===== src/rtl/alu_pkg.sv =====
// Shared definitions for the multi-cycle execute-stage ALU: op codes,
// FSM state encoding and the iterative-unit mode.
package alu_pkg;

   localparam logic [3:0] OP_ADD   = 4'h0;
   localparam logic [3:0] OP_SUB   = 4'h1;
   localparam logic [3:0] OP_AND   = 4'h2;
   localparam logic [3:0] OP_OR    = 4'h3;
   localparam logic [3:0] OP_NOT   = 4'h4;
   localparam logic [3:0] OP_SRA   = 4'h5;
   localparam logic [3:0] OP_SLL   = 4'h6;
   localparam logic [3:0] OP_SLTU  = 4'h7;
   localparam logic [3:0] OP_ZERO  = 4'h8;
   localparam logic [3:0] OP_PASSA = 4'h9;
   localparam logic [3:0] OP_LNOT  = 4'hA;
   localparam logic [3:0] OP_NEQ   = 4'hB;
   localparam logic [3:0] OP_PASSB = 4'hC;
   localparam logic [3:0] OP_MUL   = 4'hD;
   localparam logic [3:0] OP_DIVU  = 4'hE;
   localparam logic [3:0] OP_REMU  = 4'hF;

   typedef enum logic [1:0] {
      IDLE,
      BUSY,
      DONE
   } state_t;

   typedef enum logic [1:0] {
      MD_MUL,
      MD_DIVU,
      MD_REMU
   } md_mode_t;

   typedef struct packed {
      logic zero;
      logic carry;
      logic ovf;
      logic sign;
   } flags_t;

   function automatic logic is_multicycle(input logic [3:0] op);
      return op >= OP_MUL;
   endfunction

   function automatic md_mode_t md_mode(input logic [3:0] op);
      case (op)
         OP_DIVU: return MD_DIVU;
         OP_REMU: return MD_REMU;
         default: return MD_MUL;
      endcase
   endfunction

endpackage


===== src/rtl/alu_iter_muldiv.sv =====
// Iterative unsigned multiply (shift-add) and restoring radix-2 divide.
// One iteration per cycle, WIDTH iterations; done pulses for one cycle.
module alu_iter_muldiv
   import alu_pkg::*;
#(
   parameter int WIDTH = 16
) (
   input  logic             clk,
   input  logic             rst,
   input  logic             start,
   input  logic             abort,
   input  logic [1:0]       mode,
   input  logic [WIDTH-1:0] a,
   input  logic [WIDTH-1:0] b,
   output logic             busy,
   output logic             done,
   output logic [WIDTH-1:0] res
);

   localparam int CW = $clog2(WIDTH);
   localparam logic [CW-1:0] LAST = CW'(WIDTH - 1);

   // MUL: acc = partial product, sh = multiplier (shifts right), dvs = multiplicand (shifts left).
   // DIV: acc = partial remainder, sh = dividend in / quotient out, dvs = divisor.
   logic [WIDTH-1:0] acc, sh, dvs;
   logic [WIDTH-1:0] acc_nx, sh_nx, dvs_nx;
   logic [WIDTH:0]   rs;
   logic             fits;
   logic [CW-1:0]    count;
   md_mode_t         mode_q;
   logic             busy_q, done_q;

   // NOTE: every signal written here gets a default first, so no path can leave one unassigned and infer a latch.
   always_comb begin
      acc_nx = acc;
      sh_nx  = sh;
      dvs_nx = dvs;
      rs     = {acc, sh[WIDTH-1]};
      fits   = rs >= {1'b0, dvs};
      if (mode_q == MD_MUL) begin
         if (sh[0]) acc_nx = acc + dvs;
         sh_nx  = sh >> 1;
         dvs_nx = dvs << 1;
      end else if (fits) begin
         // Trial difference is below the divisor, so the low WIDTH bits are exact.
         acc_nx = rs[WIDTH-1:0] - dvs;
         sh_nx  = {sh[WIDTH-2:0], 1'b1};
      end else begin
         acc_nx = rs[WIDTH-1:0];
         sh_nx  = {sh[WIDTH-2:0], 1'b0};
      end
   end

   // NOTE: sequential state uses non-blocking assignments so every register samples pre-edge values.
   always_ff @(posedge clk or negedge rst) begin
      if (!rst) begin
         busy_q <= 1'b0;
         done_q <= 1'b0;
         count  <= '0;
         acc    <= '0;
         sh     <= '0;
         dvs    <= '0;
         mode_q <= MD_MUL;
      end else if (abort) begin
         busy_q <= 1'b0;
         done_q <= 1'b0;
      end else if (start) begin
         busy_q <= 1'b1;
         done_q <= 1'b0;
         count  <= '0;
         acc    <= '0;
         mode_q <= md_mode_t'(mode);
         if (mode == MD_MUL) begin
            sh  <= b;
            dvs <= a;
         end else begin
            sh  <= a;
            dvs <= b;
         end
      end else if (busy_q) begin
         acc   <= acc_nx;
         sh    <= sh_nx;
         dvs   <= dvs_nx;
         count <= count + 1'b1;
         if (count == LAST) begin
            busy_q <= 1'b0;
            done_q <= 1'b1;
         end
      end else begin
         done_q <= 1'b0;
      end
   end

   // A zero divisor always "fits": quotient saturates to all ones, remainder collects A.
   assign res  = (mode_q == MD_DIVU) ? sh : acc;
   assign busy = busy_q;
   assign done = done_q;

endmodule


===== src/rtl/alu_mc.sv =====
// Multi-cycle execute-stage ALU: valid/ready on both sides, registered
// result and flags, single-cycle ops plus iterative MUL/DIVU/REMU.
module alu_mc
   import alu_pkg::*;
#(
   parameter int WIDTH = 16,
   parameter int SHW   = $clog2(WIDTH)
) (
   input  logic             clk,
   input  logic             rst,
   input  logic             in_valid,
   output logic             in_ready,
   input  logic [3:0]       op,
   input  logic [WIDTH-1:0] first,
   input  logic [WIDTH-1:0] second,
   input  logic             flush,
   output logic             out_valid,
   input  logic             out_ready,
   output logic [WIDTH-1:0] result,
   output logic             zeroFlag,
   output logic             carryFlag,
   output logic             ovfFlag,
   output logic             signFlag
);

   state_t           state;
   flags_t           flags_q;
   logic             accept;
   logic             md_start, md_busy, md_done;
   logic [WIDTH-1:0] md_res;

   logic [WIDTH-1:0] b_eff;
   logic [WIDTH:0]   sum;
   logic [SHW-1:0]   sh;
   logic             is_addsub;
   logic [WIDTH-1:0] sc_res;
   flags_t           sc_flags;
   flags_t           md_flags;

   // Back-to-back issue is allowed from DONE when the consumer drains the held result.
   assign in_ready = rst && (state != BUSY) && !md_busy && (!out_valid || out_ready);
   assign accept   = in_valid && in_ready && !flush;
   assign md_start = accept && is_multicycle(op);

   always_comb begin
      is_addsub = (op == OP_ADD) || (op == OP_SUB);
      b_eff     = (op == OP_SUB) ? ~second : second;
      sum       = {1'b0, first} + {1'b0, b_eff} + {{WIDTH{1'b0}}, op == OP_SUB};
      sh        = second[SHW-1:0];
      case (op)
         OP_ADD, OP_SUB: sc_res = sum[WIDTH-1:0];
         OP_AND:         sc_res = first & second;
         OP_OR:          sc_res = first | second;
         OP_NOT:         sc_res = ~first;
         OP_SRA:         sc_res = $signed(first) >>> sh;
         OP_SLL:         sc_res = first << sh;
         OP_SLTU:        sc_res = {{(WIDTH-1){1'b0}}, first < second};
         OP_PASSA:       sc_res = first;
         OP_LNOT:        sc_res = {{(WIDTH-1){1'b0}}, first == '0};
         OP_NEQ:         sc_res = {{(WIDTH-1){1'b0}}, first != second};
         OP_PASSB:       sc_res = second;
         default:        sc_res = '0;
      endcase
      sc_flags.zero  = (sc_res == '0);
      sc_flags.carry = is_addsub && sum[WIDTH];
      sc_flags.ovf   = is_addsub && (first[WIDTH-1] == b_eff[WIDTH-1])
                                 && (sum[WIDTH-1] != first[WIDTH-1]);
      sc_flags.sign  = sc_res[WIDTH-1];

      md_flags.zero  = (md_res == '0);
      md_flags.carry = 1'b0;
      md_flags.ovf   = 1'b0;
      md_flags.sign  = md_res[WIDTH-1];
   end

   alu_iter_muldiv #(
      .WIDTH(WIDTH)
   ) u_muldiv (
      .clk  (clk),
      .rst  (rst),
      .start(md_start),
      .abort(flush),
      .mode (md_mode(op)),
      .a    (first),
      .b    (second),
      .busy (md_busy),
      .done (md_done),
      .res  (md_res)
   );

   // Flush wins over accept and leaves result/flags holding their last value.
   always_ff @(posedge clk or negedge rst) begin
      if (!rst) begin
         state     <= IDLE;
         out_valid <= 1'b0;
         result    <= '0;
         flags_q   <= '0;
      end else if (flush) begin
         state     <= IDLE;
         out_valid <= 1'b0;
      end else if (accept) begin
         if (is_multicycle(op)) begin
            state     <= BUSY;
            out_valid <= 1'b0;
         end else begin
            state     <= DONE;
            out_valid <= 1'b1;
            result    <= sc_res;
            flags_q   <= sc_flags;
         end
      end else begin
         case (state)
            BUSY: begin
               if (md_done) begin
                  state     <= DONE;
                  out_valid <= 1'b1;
                  result    <= md_res;
                  flags_q   <= md_flags;
               end
            end
            DONE: begin
               if (out_ready) begin
                  state     <= IDLE;
                  out_valid <= 1'b0;
               end
            end
            default: ;
         endcase
      end
   end

   assign zeroFlag  = flags_q.zero;
   assign carryFlag = flags_q.carry;
   assign ovfFlag   = flags_q.ovf;
   assign signFlag  = flags_q.sign;

endmodule


===== config.mk =====
export PLATFORM = sky130hd
export DESIGN_NAME = alu_mc
export DESIGN_NICKNAME = d
export VERILOG_FILES = /design/src/rtl/alu_pkg.sv /design/src/rtl/alu_iter_muldiv.sv /design/src/rtl/alu_mc.sv
export SDC_FILE = /design/constraint.sdc
export NUM_CORES = 1
export LEC_CHECK = 0
export ABC_AREA = 1
export CORE_MARGIN = 3
export CORE_UTILIZATION = 35
export CTS_BUF_LIST = sky130_fd_sc_hd__clkbuf_4 sky130_fd_sc_hd__clkbuf_8
export CTS_CLUSTER_SIZE = 24
export DETAILED_ROUTE_END_ITERATION = 12
export HOLD_SLACK_MARGIN = 0.06
export PLACE_DENSITY = 0.55
export SLEW_MARGIN = 0
export SYNTH_ARGS = -nofsm -noshare
export SYNTH_HDL_FRONTEND = slang
export SYNTH_HIERARCHICAL = 1
export SYNTH_SLANG_ARGS = --single-unit

===== constraint.sdc =====
create_clock -name clk -period 3.1 [get_ports clk]
set_input_delay 0.62 -clock clk [delete_from_list [all_inputs] [get_ports clk]]
set_output_delay 0.62 -clock clk [all_outputs]
set_load 0.02 [all_outputs]

==> results of run 1 <==
## what timing repair did
item                                    4_1_cts  5_1_grt
gates resized for setup                       2       52
buffers inserted                              0        5
gates cloned                                  0        1
endpoints found under the hold margin         0        0
endpoints found under the setup margin        1       13
pin swaps                                     1       20
## path summary, 6_finish.rpt
path                                  startpoint  cells past startpoint                           end
min reg2reg                result[3]$_DFFE_PN0P_                      2         result[3]$_DFFE_PN0P_
max in group asynchronous                    rst                      3          zeroFlag$_DFFE_PN0P_
min in group clk           result[3]$_DFFE_PN0P_                      2         result[3]$_DFFE_PN0P_
min                                          rst                      2  u_muldiv/dvs[15]$_DFFE_PN0P_
max reg2reg                out_valid$_DFFE_PN0P_                     17   u_muldiv/sh[12]$_DFFE_PN0P_
max                                    first[11]                     15          zeroFlag$_DFFE_PN0P_
## per-layer routing
metal | up-vias | global-route usage (%) | share of wire [%]
li1 | 6109 | - | -
met1 | 5712 | 34.1 | 43
met2 | 405 | 44.7 | 47
met3 | 97 | 2.80 | 5.4
met4 | 0 | 12.1 | 5.0
met5 | - | 0 | 0
## synthesized netlist by cell type (8+ instances only)
| master | number |
|---|---|
| nor2_2 | 9 |
| inv_1 | 218 |
| xor2_1 | 25 |
| clkbuf_1 | 24 |
| a22oi_1 | 11 |
| nand4_1 | 9 |
| a31oi_1 | 13 |
| o21ai_0 | 110 |
| nand2_2 | 14 |
| nand3_1 | 212 |
| ha_1 | 101 |
| a21oi_1 | 115 |
| nor3_1 | 19 |
| nand2_1 | 498 |
| buf_2 | 21 |
| nor2_1 | 142 |
| o211ai_1 | 8 |
| o21ai_1 | 9 |
| nand3b_1 | 14 |
| dfrtp_1 | 77 |
| a221oi_1 | 11 |
## worst reg2reg max path, cell delays in order, from the launching register on
cell	delay, ns
dfrtp_1	0.39
inv_1	0.08
ha_1	0.20
inv_1	0.08
nand2_1	0.05
nor2_1	0.10
nand2_1	0.07
nor2_1	0.13
nand2_1	0.14
nor3_2	0.32
inv_1	0.12
nor2_2	0.11
inv_1	0.09
nand2_2	0.08
inv_2	0.07
buf_4	0.18
a221oi_1	0.25
a22oi_1	0.11
## area by class of cell
class	count	area (µm²)
fill	3176	16100
tap	384	480
clock inverter	7	55.1
multi-input combinational	1381	7570
inverter	224	846
clock buffer	9	124
timing repair buffer	240	2030
sequential	77	1930
## report_power, final
group	switching (mW)	internal [mW]
Combinational	2.27	1.40
Sequential	0.310	1.27
Clock	0.447	0.301
## per-stage QoR
step	util, %	instances	instance area, µm²	hold WS [ns]	setup TNS (ns)
finish	44.8	2322	13000	0.346	0
global placement	43.3	2300	12600	0.472	-3.18
floorplan	-	1742	10400	0.324	0
global route	44.8	2322	13000	0.357	0
CTS	43.9	2316	12800	0.356	0
detailed placement	43.3	2300	12600	0.479	-3.28
## sequential cells by signal (all words and copies together), names as in the netlist
signal           count
state                1
u_muldiv/dvs        16
u_muldiv/mode_q      2
u_muldiv/busy        1
out_valid            1
result              16
u_muldiv/done        1
ovfFlag              1
u_muldiv/count       4
u_muldiv/acc        16
u_muldiv/sh         16
carryFlag            1
zeroFlag             1
## kinds of logic (layout without fill, tap and decap cells)
group,after synthesis,in the layout,share of synthesized area (%)
compound gates,305,305,16.4
xor+xnor,29,29,2.43
fa+ha+maj,104,104,12.7
buf+inv,284,480,11.0
flops,77,77,18.4
mux,1,1,0.108
simple gates,942,942,38.9
==> impl_metrics.py, run 1 <==
metrics = {
    "layout": {
        "area_growth_pct": 24.7,
        "final_cell_mix": "486 x nand2_1, 216 x inv_1, 206 x nand3_1",
        "final_nets": 2078,
        "drive_above_1_share_pct": 14.8,
        "layout_commonest_cell": "nand2_1",
        "diodes": 0,
    },
    "worst_setup_path": {
        "crit_type": "in -> reg",
        "cp_slowest_stage_delay_ns": 0.64,
        "cpMaxStageDelayCell": "clkdlybuf4s50_1",
        "worst-path-max-fanout": 2,
        "crit_path_end_kind": "register",
        "ff2ff_setup_slack_ns": 0.37,
        "cp.required_ns": 3.40,
        "critPathTopFamily": "simple AND/OR/NAND/NOR gates",
        "crit_path_frequent_cell": "nor2_1",
        "path_buf_inv": 3,
        "crit_chain": "clkdlybuf4s50_1, inv_1, ha_1, nor2_1, nand2_1, nor3_1, buf_4, a21oi_1, nor2_1, nand3_2, nor2_1, nand2_1, nor2_1, nand3_1, a21oi_2",
        "setup.worst_path.start_class": "input port",
        "arrival_ns": 3.25,
    },
    "detailed_routing": {
        "final_antenna_net_count": 0,
        "dr.first_iter.drc_count": 1002,
        "drt_pre_antenna_iters": 6,
        "wl_per_cell_um": 18.4,
        "dr_total_vias": 12300,
        "via_per_inst": 5.31,
        "drc": 0,
        "wirelength_mm": 42.8,
    },
    "clock_network": {
        "clockBufferDepth": 2,
        "root_buffer": "clkbuf_8",
        "clk_pin_slew_ns": 0.10,
        "cts_buffers": 9,
        "cts_tree": "done",
        "postCtsHoldBufs": 0,
        "h-tree-depth": 3,
        "clock_latency_ns": 0.37,
        "cts.sinks": 77,
    },
    "floorplan": {
        "start_util_pct": 35.9,
        "boundaryPins": 63,
        "die_area_um2": 32000,
        "num_rows": 62,
        "core_area_um2": 29100,
        "die_h_um": 179,
        "dieWidth_um": 179,
    },
    "global_route": {
        "antenna_found_initial": 0,
        "grt_usage_pct": 26.6,
        "grt_max_degree": 51,
        "grt_pass1_wl_mm": 65.5,
        "gr-total-overflow": 0,
        "grt_pass1_vias": 11500,
    },
    "hold_path": {
        "hold_path.class": "in -> async",
    },
    "pwr": {
        "power.density_nw_per_um2": 461,
        "leakage_nw": 6.77,
        "vdd_drop_max_v": 0.000207,
        "total_power_mw": 6.00,
    },
    "synthesis": {
        "syn_area_um2": 10400,
        "synth_nets": 1887,
        "synth_top_area_share_pct": 18.4,
        "synth_top_area_cell": "dfrtp_1",
        "yosysWarnings": 6,
        "ys_types": 56,
        "synth_edf_count": 0,
        "syn_avg_cell_area_um2": 6.00,
        "yosys-top-cells-area": "dfrtp_1 18%, nand2_1 18%, ha_1 12%",
        "synth_flop_cell": "dfrtp_1",
        "async_reset_ff_share_pct": 100,
        "postSynthCellCount": 1742,
        "ys_seq_area_share_pct": 18.4,
        "ys_seq_elements": 77,
    },
    "sta": {
        "finalMaxSlewViolations": 0,
        "rsz0062_at_grt": "no",
        "fmax_ghz": 0.339,
        "relSlewSlack_pct": 55.0,
        "post-route-period-util_pct": 95.2,
        "setup_ws_ns": 0.149,
        "fin_skew_ns": 0.0223,
        "worstMarginPinSlew_ns": 0.675,
        "layout_min_cycle_time_ns": 2.95,
        "hold_viol": 0,
        "setup_viol": 0,
    },
    "place": {
        "hpwl_mm": 35.2,
        "port_buffers": 62,
        "place_ws_ns": -0.387,
        "routabilityCongestion": 0.990,
    },
    "status": {
        "status": "finished clean",
    },
    "job": {
        "maxCapViolCount": 0,
    },
}
No activity file was read; power rests on OpenSTA's default activity.
==> inputs of run 2 (changes only) <==
clock period = 3.73 ns   (was 3.1 ns; I/O delays follow)
==> impl_metrics.py, run 2 (synthesized netlist as in run 1, its figures left out) <==
metrics = {
    "status": {
        "status": "finished clean",
    },
    "clock_network": {
        "postCtsHoldBufs": 0,
        "post_cts_resized": 0,
        "cts.sinks": 77,
        "root_buffer": "clkbuf_8",
        "h-tree-depth": 3,
        "cts_setup_buffers": 0,
        "cts_buffers": 9,
        "clk_pin_slew_ns": 0.09,
        "clock_latency_ns": 0.36,
        "cts_tree": "done",
        "clockBufferDepth": 2,
    },
    "floorplan": {
        "start_util_pct": 35.9,
        "dieWidth_um": 179,
        "core_area_um2": 29100,
        "die_h_um": 179,
        "boundaryPins": 63,
        "num_rows": 62,
        "die_area_um2": 32000,
    },
    "detailed_routing": {
        "via_per_inst": 5.33,
        "drc": 0,
        "drt_pre_antenna_iters": 5,
        "wl_per_cell_um": 18.8,
        "wirelength_mm": 41.8,
        "dr_total_vias": 11900,
        "final_antenna_net_count": 0,
        "dr.first_iter.drc_count": 966,
    },
    "global_route": {
        "gr-total-overflow": 0,
        "grt_pass1_wl_mm": 64.4,
        "grt_usage_pct": 26.2,
        "grt_pass1_vias": 11300,
        "grt_max_degree": 49,
        "antenna_found_initial": 0,
    },
    "layout": {
        "final_cell_mix": "498 x nand2_1, 218 x inv_1, 212 x nand3_1",
        "fillCellCount": 3232,
        "multi_input_area_um2": 7370,
        "drive_above_1_share_pct": 7.87,
        "area_growth_pct": 15.4,
        "final_nets": 1984,
        "diodes": 0,
        "layout_commonest_cell": "nand2_1",
        "layout.cells.non_filler": 2227,
        "register_area_um2": 1930,
    },
    "sta": {
        "fmax_ghz": 0.301,
        "finalMaxSlewViolations": 0,
        "hold-worst-slack_ns": 0.475,
        "layout_min_cycle_time_ns": 3.32,
        "relSlewSlack_pct": 27.7,
        "rsz0062_at_grt": "no",
        "hold_viol": 0,
        "final.setup.tns_ns": 0,
        "post-route-period-util_pct": 89.0,
        "fin_skew_ns": 0.0131,
        "setup_viol": 0,
        "worstMarginPinSlew_ns": 1.08,
    },
    "job": {
        "maxCapViolCount": 0,
    },
    "place": {
        "routabilityCongestion": 1.01,
        "place_inst": 2212,
        "hpwl_mm": 34.2,
        "port_buffers": 62,
    },
    "worst_setup_path": {
        "crit_path_end_kind": "register",
        "crit_path_frequent_cell": "nand2_1",
        "cp.required_ns": 4.02,
        "crit_chain": "clkdlybuf4s50_1, inv_2, nor2_2, nand2_1, buf_12, xor2_1, ha_1, nand2_1, inv_1, nand2_1, nand2_1, a21oi_1, nand3_1, nand3_1, nand3_1, nor2_1, nand2_1, nor2_1, nand3_1, a21oi_1",
        "path_buf_inv": 4,
        "arrival_ns": 3.61,
        "cp_slowest_stage_delay_ns": 0.49,
        "worst-path-max-fanout": 15,
        "critPathTopFamily": "simple AND/OR/NAND/NOR gates",
        "cpMaxStageDelayCell": "clkdlybuf4s50_1",
        "crit_type": "in -> reg",
        "setup.worst_path.start_class": "input port",
    },
    "pwr": {
        "sw_frac_of_total_pct": 50.5,
        "clock_power_share_pct": 12.3,
        "intPower_mw": 2.38,
        "leakage_nw": 6.21,
        "p_seq_share_pct": 27.3,
        "vdd_drop_max_v": 0.000168,
        "power.density_nw_per_um2": 400,
        "p_switching_mw": 2.44,
        "combPwrFrac_pct": 60.4,
    },
    "hold_path": {
        "hold_path.class": "in -> async",
    },
}
==> run 2: changes by cell type in the layout (fill, tap and decap cells not counted), sizes merged <==
cell / before / now
buf: 178 / 85
clkdlybuf4s50: 57 / 61
dlymetal6s2s: 4 / 0
clkinv: 4 / 3
inv: 226 / 225
==> run 2: final cells by class <==
cell class	instances	area share [%]
clock buffer	10	1.14
clock inverter	5	0.291
inverter	224	7.01
multi-input combinational	1381	61.1
sequential	77	16.0
tap	384	3.98
timing repair buffer	146	10.5
==> run 2: power groups by stage <==
stage / combinational, mW / sequential, mW / clock, mW
6_report: 2.91 / 1.32 / 0.595
5_1_grt: 3.26 / 1.34 / 0.642
4_1_cts: 2.90 / 1.31 / 0.611
3_5_place_dp: 2.88 / 1.33 / 0
3_3_place_gp: 2.87 / 1.33 / 0
2_1_floorplan: 1.93 / 1.31 / 0
==> run 2: through the flow <==
step	util [%]	power [mW]	setup slack (ns)	area [µm²]
finish	41.4	4.82	0.409	12100
global route	41.4	5.24	0.00784	12100
CTS	41.4	4.82	0.448	12100
detailed placement	40.9	4.21	0.0733	11900
global placement	40.9	4.20	0.0386	11900
floorplan	-	3.23	0.595	10400
==> run 2: routing by layer <==
layer  up-vias  GRT usage (%)  wire, µm
met3        83           2.56      1940
met2       348           43.5     19300
li1       5918              -         -
met5         -              0         0
met1      5524           34.2     18600
met4         0           12.0      1980
==> run 2: worst paths after layout <==
check	startpoint	end	slack, ns	cells after the start
worst min-delay path	rst	u_muldiv/acc[11]$_DFFE_PN0P_	0.47	2
worst min register to register	ovfFlag$_DFFE_PN0P_	ovfFlag$_DFFE_PN0P_	0.50	2
worst max-delay path	op[0]	zeroFlag$_DFFE_PN0P_	0.41	20
worst max register to register	out_valid$_DFFE_PN0P_	u_muldiv/dvs[5]$_DFFE_PN0P_	0.69	17
max in group asynchronous	rst	u_muldiv/sh[12]$_DFFE_PN0P_	2.23	3
min in group clk	ovfFlag$_DFFE_PN0P_	ovfFlag$_DFFE_PN0P_	0.50	2
==> edit (settings of run 1) <==
Encoding of `state_t`: now one-hot (3 bits for 3 states).
--- a/src/rtl/alu_pkg.sv
+++ b/src/rtl/alu_pkg.sv
@@ -19,10 +19,10 @@
    localparam logic [3:0] OP_DIVU  = 4'hE;
    localparam logic [3:0] OP_REMU  = 4'hF;
 
-   typedef enum logic [1:0] {
-      IDLE,
-      BUSY,
-      DONE
+   typedef enum logic [2:0] {
+      IDLE = 3'b001,
+      BUSY = 3'b010,
+      DONE = 3'b100
    } state_t;
 
    typedef enum logic [1:0] {
Behaviour: same outputs for any inputs over 4 cycles, from zero or initial values and one cycle with rst low; so few cycles prove little.
==> edit against run 1 <==
Count of clock-buffer cells in the layout stayed put. Total power fell by 3.5%. Area after synthesis grew 0.42%. Clock skew decreased by 13 ps. Sequential power is 3% lower. Wire length shrank 0.10%. Setup slack better by 51 ps. Synthesized cell count down 0.29%. Final area is 1.6% higher. Sequential share of layout area is essentially flat. Sequential cell count increased by 1. Largest cell class unchanged.
==> edit: results (changes against run 1) <==
* Status: finished, final reports clean
* Root buf cell: clkbuf_8
* Placer congestion estimate at 0.986 (-0.44%)
* Synth area leaders: dfrtp_1, nand2_1, ha_1
* Post-CTS Setup Repair Bufs at 1 (+1)
* # nets final at 2109 (+1.5%)
* Total Routing Usage GR at 26.9% (+0.33 points)
* Number of global-route vias before repair at 11900 (+3.1%)
* First-pass DRT Iterations at 7 (+1)
* Dpl hpwl at 35.0 mm (-0.45%)
* Syn nets at 1880 (-0.37%)
* Dpl cell area at 12900 sq um (+2.8%)
* Wire length per cell at 18.2 um (-1.5%)
* Filler Cells Inserted at 3165 (-0.35%)
* Max VDD drop at 271 uV (+31%)
* Leakage at 0.00690 uW (+1.9%)
* Skew final at 9.17 ps (-13.1 ps)
* Max-slew headroom at 42.9% (-12 points)
* DRT iter0 DRCs at 1054 (+5.2%)
* Worst slack, placed at -478 ps (-91.6 ps)
* Register area share after synthesis at 18.6% (+0.17 points)
* Pin count of the biggest net entering global routing at 61 (+20%)
* First-pass GRT wire length at 66.6 mm (+1.7%)
* Most instantiated cells after synthesis: nand2_1, nand3_1, inv_1, nor2_1, a21oi_1
* Share of cells above drive strength 1 at 15.4% (+0.67 points)
* # resized after CTS at 6 (+4)
* H-tree depth at 3 (unchanged)
* Via Count at 12400 (+0.50%)
* Synth warn at 6 (unchanged)
* CP max FO at 5 (+3)
[edit: cell types whose count changed in the layout (fill, tap and decap cells not counted), moves of 6 or more]
cell,before,now
buf_4,174,212
nor2_1,136,157
a21oi_1,107,125
inv_1,216,201
nand2_2,26,16
nand2_1,486,478
o21ai_1,11,4
nand3_1,206,212
o21ai_0,108,102
[edit: power by group]
part / leakage [uW] / internal (uW) / switching, uW
combinational: 0.00584 / 1300 / 2100
sequential: 0.000957 / 1240 / 281
clock: 0.000102 / 392 / 465
[edit: cell families after synthesis]
| kind of cell | Yosys count | share of synthesized area (%) |
|---|---|---|
| DFF | 78 | 18.6 |
| adders and majority gates | 102 | 12.4 |
| and+or+nand+nor | 947 | 39.2 |
| buffers and inverters | 269 | 10.5 |
| xor gates and xnor gates | 30 | 2.50 |
| muxes | 1 | 0.107 |
| AOI/OAI and AO/OA | 310 | 16.6 |
[edit: worst paths after layout]
kind | start | to | slack (ps) | cells past startpoint
worst max-delay path | second[2] | zeroFlag$_DFFE_PN0P_ | 200 | 16
worst min-delay path | rst | u_muldiv/acc[8]$_DFFE_PN0P_ | 250 | 2
worst max register to register | out_valid$_DFFE_PN0P_ | u_muldiv/acc[14]$_DFFE_PN0P_ | 630 | 13
worst min register to register | ovfFlag$_DFFE_PN0P_ | ovfFlag$_DFFE_PN0P_ | 490 | 2
max in group asynchronous | rst | u_muldiv/sh[8]$_DFFE_PN0P_ | 1780 | 3
min in group clk | ovfFlag$_DFFE_PN0P_ | ovfFlag$_DFFE_PN0P_ | 490 | 2
[edit: critical path, cell delays in order]
cell,delay (ps)
clkdlybuf4s50_1,510
inv_2,90
xor2_1,170
ha_1,350
a21oi_1,240
nor2_2,60
nor2_1,130
nand2_1,90
buf_4,140
nand3_1,120
nand3b_1,90
nand3_1,130
nand3_1,90
nor2_1,140
nand3_1,100
a21oi_2,120
[edit: final cells by class]
type	count	area share, %
Multi-Input combinational cell	1390	56.6
Tap cell	384	3.63
Clock inverter	7	0.662
Sequential cell	78	14.8
Timing Repair Buffer	278	17.5
Inverter	209	5.96
Clock buffer	9	0.936
[edit: through the flow]
| step | util, % | std cells | hold WS (ps) |
|---|---|---|---|
| 6_report | 45.5 | 2355 | 247 |
| 5_1_grt | 45.5 | 2355 | 253 |
| 4_1_cts | 45.3 | 2352 | 255 |
| 3_5_place_dp | 44.5 | 2335 | 477 |
| 3_3_place_gp | 44.5 | 2335 | 478 |
| 2_1_floorplan | - | 1737 | 324 |
[edit: layer usage]
layer | GRT usage [%] | wire (um)
met1 | 35.9 | 19300
met3 | 1.86 | 1910
met5 | 0 | 0
met2 | 44.6 | 19500
met4 | 11.9 | 2060
